===== src/rtl/bitserial_mult_array.sv =====
// Bit-serial sign-magnitude multiplier array: one serial weight broadcast to LANES
// parallel neuron operands, producing rounded, saturated Q(INT_W).(FRAC_W) products.
module bitserial_mult_array #(
  parameter int unsigned INT_W  = 5,
  parameter int unsigned FRAC_W = 10,
  parameter int unsigned LANES  = 4,
  parameter int unsigned ROUND  = 1
) (
  input  logic                                  clk,
  input  logic                                  reset,
  input  logic                                  start,
  input  logic                                  weight_bit,
  input  logic [LANES*(1+INT_W+FRAC_W)-1:0]     neurons,
  output logic                                  busy,
  output logic                                  out_valid,
  output logic [LANES*(1+INT_W+FRAC_W)-1:0]     out,
  output logic [LANES-1:0]                      sat
);

  localparam int unsigned MAG_W  = INT_W + FRAC_W;
  localparam int unsigned DATA_W = 1 + MAG_W;
  localparam int unsigned ACC_W  = 2 * MAG_W;
  localparam int unsigned R_W    = ACC_W - FRAC_W + 1;
  localparam int unsigned CNT_W  = (MAG_W > 2) ? $clog2(MAG_W - 1) : 1;
  localparam logic [CNT_W-1:0] CNT_LAST = CNT_W'(MAG_W - 2);

  typedef enum logic [1:0] {ST_IDLE, ST_MAG, ST_SGN} state_e;

  state_e                        state_q, state_d;
  logic [CNT_W-1:0]              cnt_q, cnt_d;
  logic [MAG_W-1:0]              mag_q [LANES];
  logic [MAG_W-1:0]              mag_d [LANES];
  logic [ACC_W-1:0]              acc_q [LANES];
  logic [ACC_W-1:0]              acc_d [LANES];
  logic [LANES-1:0]              nsgn_q, nsgn_d;
  logic [LANES*DATA_W-1:0]       out_q, out_d;
  logic [LANES-1:0]              sat_q, sat_d;
  logic                          valid_q, valid_d;
  logic                          busy_q, busy_d;

  // Next-state and datapath: MSB-first shift-add, then sign/round/saturate in SGN.
  always_comb begin : next_state
    logic [R_W-1:0]   r;
    logic [MAG_W-1:0] m;
    state_d = state_q;
    cnt_d   = cnt_q;
    mag_d   = mag_q;
    acc_d   = acc_q;
    nsgn_d  = nsgn_q;
    out_d   = out_q;
    sat_d   = sat_q;
    valid_d = 1'b0;
    r       = '0;
    m       = '0;
    case (state_q)
      ST_IDLE: begin
        if (start) begin
          for (int i = 0; i < int'(LANES); i++) begin
            mag_d[i]  = neurons[i*DATA_W +: MAG_W];
            nsgn_d[i] = neurons[i*DATA_W + MAG_W];
            acc_d[i]  = weight_bit ? ACC_W'(neurons[i*DATA_W +: MAG_W]) : '0;
          end
          cnt_d   = '0;
          state_d = ST_MAG;
        end
      end
      ST_MAG: begin
        for (int i = 0; i < int'(LANES); i++) begin
          acc_d[i] = {acc_q[i][ACC_W-2:0], 1'b0} + (weight_bit ? ACC_W'(mag_q[i]) : '0);
        end
        if (cnt_q == CNT_LAST) begin
          state_d = ST_SGN;
        end else begin
          cnt_d = cnt_q + CNT_W'(1);
        end
      end
      ST_SGN: begin
        for (int i = 0; i < int'(LANES); i++) begin
          r = R_W'(acc_q[i] >> FRAC_W)
            + ((ROUND != 0) ? R_W'(acc_q[i][FRAC_W-1]) : R_W'(0));
          sat_d[i] = |r[R_W-1:MAG_W];
          m = sat_d[i] ? '1 : r[MAG_W-1:0];
          // Zero magnitude always carries a positive sign.
          out_d[i*DATA_W +: DATA_W] = {(nsgn_q[i] ^ weight_bit) & (|m), m};
        end
        valid_d = 1'b1;
        state_d = ST_IDLE;
      end
      default: state_d = ST_IDLE;
    endcase
    busy_d = (state_d != ST_IDLE);
  end

  // State and datapath registers with synchronous active-low reset.
  always_ff @(posedge clk) begin
    if (!reset) begin
      state_q <= ST_IDLE;
      cnt_q   <= '0;
      nsgn_q  <= '0;
      out_q   <= '0;
      sat_q   <= '0;
      valid_q <= 1'b0;
      busy_q  <= 1'b0;
      for (int i = 0; i < int'(LANES); i++) begin
        mag_q[i] <= '0;
        acc_q[i] <= '0;
      end
    end else begin
      state_q <= state_d;
      cnt_q   <= cnt_d;
      nsgn_q  <= nsgn_d;
      out_q   <= out_d;
      sat_q   <= sat_d;
      valid_q <= valid_d;
      busy_q  <= busy_d;
      for (int i = 0; i < int'(LANES); i++) begin
        mag_q[i] <= mag_d[i];
        acc_q[i] <= acc_d[i];
      end
    end
  end

  assign busy      = busy_q;
  assign out_valid = valid_q;
  assign out       = out_q;
  assign sat       = sat_q;

endmodule

===== config.mk =====
export PLATFORM = sky130hd
export DESIGN_NAME = bitserial_mult_array
export DESIGN_NICKNAME = d
export VERILOG_FILES = /design/src/rtl/bitserial_mult_array.sv
export SDC_FILE = /design/constraint.sdc
export NUM_CORES = 1
export LEC_CHECK = 0
export CAP_MARGIN = 30
export CELL_PAD_IN_SITES_DETAIL_PLACEMENT = 0
export CELL_PAD_IN_SITES_GLOBAL_PLACEMENT = 1
export CORE_MARGIN = 5
export CORE_UTILIZATION = 39
export CTS_CLUSTER_SIZE = 20
export DETAILED_ROUTE_END_ITERATION = 6
export HOLD_SLACK_MARGIN = 0.02
export PLACE_DENSITY_LB_ADDON = 0.1
export SYNTH_ARGS = -nofsm -noshare
export SYNTH_HDL_FRONTEND = slang
export SYNTH_SLANG_ARGS = --single-unit

===== constraint.sdc =====
create_clock -name clk -period 3 [get_ports clk]
set_input_delay 0.45 -clock clk [delete_from_list [all_inputs] [get_ports clk]]
set_output_delay 0.45 -clock clk [all_outputs]
set_load 0.05 [all_outputs]

Word level (Yosys, flattened, before mapping)
Index checks and enable logic that the tools add are counted.
- $add $sub $neg: 9
- multiplexer cells: 21
- equal/unequal tests: 5
- reduce and logical (&&, ||, !) cells: 14
- bitwise logic cells: 8
- operators by type and width (operator ; count):
    120-bit case mux with 2 select lines ; 1
    15-bit 2-to-1 mux ; 12
    30-bit by 15-bit adder with 30-bit output ; 4
    120-bit 2-to-1 mux ; 1
    20-bit by 1-bit adder with 21-bit output ; 4
    15-bit OR reduction ; 4
    6-bit OR reduction ; 4
    4-bit 2-to-1 mux ; 2
    4-bit case mux with 2 select lines ; 1
    4-bit by 1-bit adder with 4-bit output (second input constant) ; 1
    1-bit bitwise AND ; 4
    4-bit == test (second input constant) ; 1
    2-bit 2-to-1 mux ; 2
    2-bit inequality test (second input constant) ; 2
    2-bit case mux with 2 select lines ; 1
    2-bit AND reduction ; 2
    2-bit nonzero test ; 2
    1-bit XOR ; 4
    3-bit AND reduction ; 1
    2-bit by 1-bit == test with 1-bit output (second input constant) ; 1
    2-bit == test (second input constant) ; 1
    2-bit zero test ; 1
    1-bit 2-to-1 mux ; 1
- flip-flop bits (word level): 260
- bits of input ports: 68
- output and inout port bits: 70

Depth between registers and ports, before layout
- depth in word-level cells: 5
- mapped depth: 13

Worst setup path after synthesis
Ideal clock, no wire load.
- path type: input to register
- start point: input port weight_bit
- end point: register acc_q[16] (netlist bit)
- stages on the path: 12
- path buffers: 3
- data arrival time: 3.182 ns
- setup slack: -0.311 ns
- library setup time: 0.128 ns
- cells stage by stage: clkbuf_1 clkbuf_1 clkbuf_1 and2_1 ha_1 a21oi_1 o21ai_0 a221o_1 a311oi_1 nor2b_1 xnor2_1 o21ai_0
- word-level cells in the longest chain between the ends: 3
- RTL lines (element ; line ; RTL):
    start: declaration ; 12 ; input logic weight_bit,
    15-bit 2-to-1 mux ; 69 ; acc_d[i] = {acc_q[i][ACC_W-2:0], 1'b0} + (weight_bit ? ACC_W'(mag_q[i]) : '0);
    30-bit by 15-bit adder with 30-bit output ; 69 ;
    120-bit case mux with 2 select lines ; 55 ; case (state_q)
    end signal: indexed assignment ; 118 ; acc_q[i] <= acc_d[i];
    end: declaration ; 33 ; logic [ACC_W-1:0] acc_q [LANES];
No other way between the ends.
A chain may end at the register's enable or synchronous reset.

Final worst setup path
- start point: register mag_q[1] (netlist bit)
- end point: register acc_q[17] (netlist bit)
- word-level cells in the longest chain between the ends: 3
- RTL lines (element ; line ; RTL):
    start: declaration ; 31 ; logic [MAG_W-1:0] mag_q [LANES];
    start signal: indexed assignment ; 117 ; mag_q[i] <= mag_d[i];
    15-bit 2-to-1 mux ; 69 ;
    30-bit by 15-bit adder with 30-bit output ; 69 ;
    120-bit case mux with 2 select lines ; 55 ;
No other way between the ends.

==> impl_metrics.py <==
metrics = {
    "critical_path": {
        "crit_required_ns": 3.44,
        "slowest_delay_ns": 0.40,
        "worstPathArrival_ns": 3.18,
        "worstSetupPathType": "flop to flop",
        "critical_path_buf_inv_count": 1,
        "crit_chain": "and2_1 -> ha_1 -> fa_1 -> a211oi_1 -> o211ai_1 -> a41oi_2 -> o31ai_4 -> buf_4 -> nand3_1 -> xor2_1 -> o21ai_0",
        "worst-path-max-fanout": 6,
        "critPathSlowestCell": "fa_1",
        "critPathTopFamily": "compound AO/OA/AOI/OAI gates",
        "crit_start": "mag_q[1]",
        "startpoint_type": "flop",
        "timing.rr.start": "mag_q[1]",
        "cp-end-kind": "flop",
    },
    "power": {
        "internal-power_mw": 6.88,
        "seq_power_share": 0.403,
        "power_density_mw_per_mm2": 492,
        "power_leakage_nw": 7.00,
        "power_frac_comb": 0.120,
        "switchingPower_mw": 2.26,
        "swShare": 0.247,
        "ir_drop_mv": 0.408,
        "p_clk_frac": 0.478,
        "p_total_mw": 9.14,
    },
    "global_route": {
        "grt_max_degree": 93,
        "overflow": 0,
        "grt_pass1_wl_mm": 72.5,
        "antenna_found_initial": 0,
        "grt_pass1_vias": 13664,
        "grt_usage": 0.207,
    },
    "timing": {
        "clock_skew_ns": 0.0123,
        "drv_slew": 0,
        "setup_viol": 0,
        "grt_setup_unrepaired": "false",
        "slew-limit-headroom": 0.502,
        "tns_ns": 0,
        "worst_pin_slew_ns": 0.740,
        "layout_min_cycle_time_ns": 2.74,
        "fmaxAchievable_ghz": 0.366,
        "final.period_utilization": 0.912,
        "hold_slack_ns": 0.316,
        "hold_viol": 0,
    },
    "die": {
        "fp.dieH_microns": 206,
        "dieArea_sq_mm": 0.0425,
        "fp-row-count": 71,
        "dieWidth_microns": 206,
        "core_sq_mm": 0.0378,
        "ios": 138,
        "initial_core_util": 0.396,
    },
    "hold_path": {
        "min_from": "reset",
        "min_path_type": "input port to flop",
    },
    "yosys": {
        "synth-seq-cells": 260,
        "synth_edf_count": 0,
        "ys_seq_area_frac": 0.347,
        "syn_area_per_cell_sq_um": 7.80,
        "synthFlopType": "dfxtp_1",
        "synth-async-reset-ratio": 0,
        "synth_area_sq_mm": 0.0150,
        "yosysWarnings": 0,
        "syn-num-nets": 2059,
        "netlist-cell-type-count": 73,
        "postSynthCellCount": 1921,
    },
    "clock_tree": {
        "post_cts_resized": 0,
        "cts_buffer_depth": 3,
        "numCtsBuffers": 31,
        "cts_setup_buffers": 0,
        "cts_num_sinks": 260,
        "hold_buffers": 0,
        "path_clk_slew_ns": 0.06,
        "cts_htree_levels": 1,
        "ctsRootBufferMaster": "clkbuf_16",
        "cts_tree": "built",
        "clock_insertion_delay_worst_skew_ns": 0.57,
    },
    "place": {
        "hpwl_mm": 32.1,
        "place_congestion": 0.879,
        "io_buffers": 137,
    },
    "finish": {
        "area_growth_pct": 23.9,
        "antenna_cells": 0,
        "final_cell_mix": "nand2_1 (273), dfxtp_1 (260), a21oi_1 (165), o21ai_0 (156), clkdlybuf4s50_1 (135)",
        "mostFrequentLayoutCell": "nand2_1",
        "drive_above_1_share": 0.0964,
        "final_nets": 2188,
    },
    "route": {
        "dr.pass1.iters": 5,
        "drt-initial-drc-count": 820,
        "ant_nets": 0,
        "wire_per_inst_microns": 17.2,
        "vias": 13995,
        "drc": 0,
        "routed_wl_mm": 44.5,
        "post_drt_via_cell_ratio": 5.41,
    },
    "run": {
        "drv_cap": 0,
    },
    "status": {
        "status": "complete, no violations",
    },
}
worst paths after layout:
kind	cells past startpoint	to	slack, ns
worst max-delay path	11	acc_q[17]	0.26
worst min-delay path	3	acc_q[40]	0.32
worst max register to register	11	acc_q[17]	0.26
worst min register to register	2	mag_q[32]	0.45
power groups by stage:
stage | clock network, mW | logic (mW) | registers, mW
5_1_grt | 4.65 | 1.22 | 3.70
2_1_floorplan | 0 | 0.680 | 3.71
3_3_place_gp | 0 | 1.09 | 3.75
4_1_cts | 4.50 | 1.10 | 3.68
6_report | 4.37 | 1.09 | 3.68
3_5_place_dp | 0 | 1.09 | 3.76
cell type report:
type | instances | area [sq um]
clock inverter | 18 | 340
clock buffer | 39 | 846
inverter | 17 | 66.3
tap | 511 | 639
sequential | 260 | 5200
multi-input combinational | 1488 | 9180
timing repair buffer | 252 | 2300
fill | 3776 | 19300
worst min-delay path: cells and delay by family:
kind / cells / cell delay, ns
and+or+nand+nor: 1 / 0.04
AOI/OAI and AO/OA: 1 / 0.12
buffers and inverters: 1 / 0.22
kinds of logic after synthesis:
kind of cell | after synthesis | synth area share
and+or+nand+nor | 690 | 0.216
AOI/OAI and AO/OA | 552 | 0.227
DFF | 260 | 0.347
buffers and inverters | 173 | 0.0460
xor gates and xnor gates | 172 | 0.100
adders and majority gates | 70 | 0.0604
muxes | 4 | 0.00267
through the flow:
| step | setup slack (ns) | utilization | area (sq um) | std cells |
|---|---|---|---|---|
| 4_1_cts | 0.234 | 0.491 | 18600 | 2585 |
| 6_report | 0.264 | 0.491 | 18600 | 2585 |
| 3_3_place_gp | -0.118 | 0.460 | 17400 | 2528 |
| 2_1_floorplan | 0.0427 | - | 15100 | 1921 |
| 3_5_place_dp | -0.132 | 0.460 | 17400 | 2528 |
| 5_1_grt | 0.0505 | 0.491 | 18600 | 2585 |
Yosys cell counts (10+ instances only):
library cell	number	area, sq um
xnor2_1	102	893
nand2_1	275	1030
nor4_1	13	81.3
inv_1	17	63.8
a311oi_1	13	114
a211oi_1	16	120
o211ai_1	11	82.6
xor2_1	70	613
o21ai_0	159	796
ha_1	66	826
and3_1	18	113
a22oi_1	20	150
clkbuf_1	133	499
nor2_1	122	458
buf_2	11	55.1
a21oi_1	166	831
o22ai_1	17	106
a21o_1	20	150
nand4_1	22	138
a32oi_1	10	87.6
nand3_1	70	350
a221oi_1	12	105
nor3_1	57	285
a31oi_1	43	269
dfxtp_1	260	5200
and2_1	62	388
state kept, by name, indices dropped and copies added (netlist names):
name / count
busy: 1
sat: 4
mag_q: 60
acc_q: 120
nsgn_q: 4
state_q: 2
cnt_q: 4
out: 64
out_valid: 1
layer usage:
layer	GRT usage	vias up	wire, microns
met2	0.338	262	20000
met4	0.0487	0	864
met3	0.0295	59	1960
met5	0	-	0
li1	-	7098	-
met1	0.289	6576	21600
(Power assumes the default switching activity.)
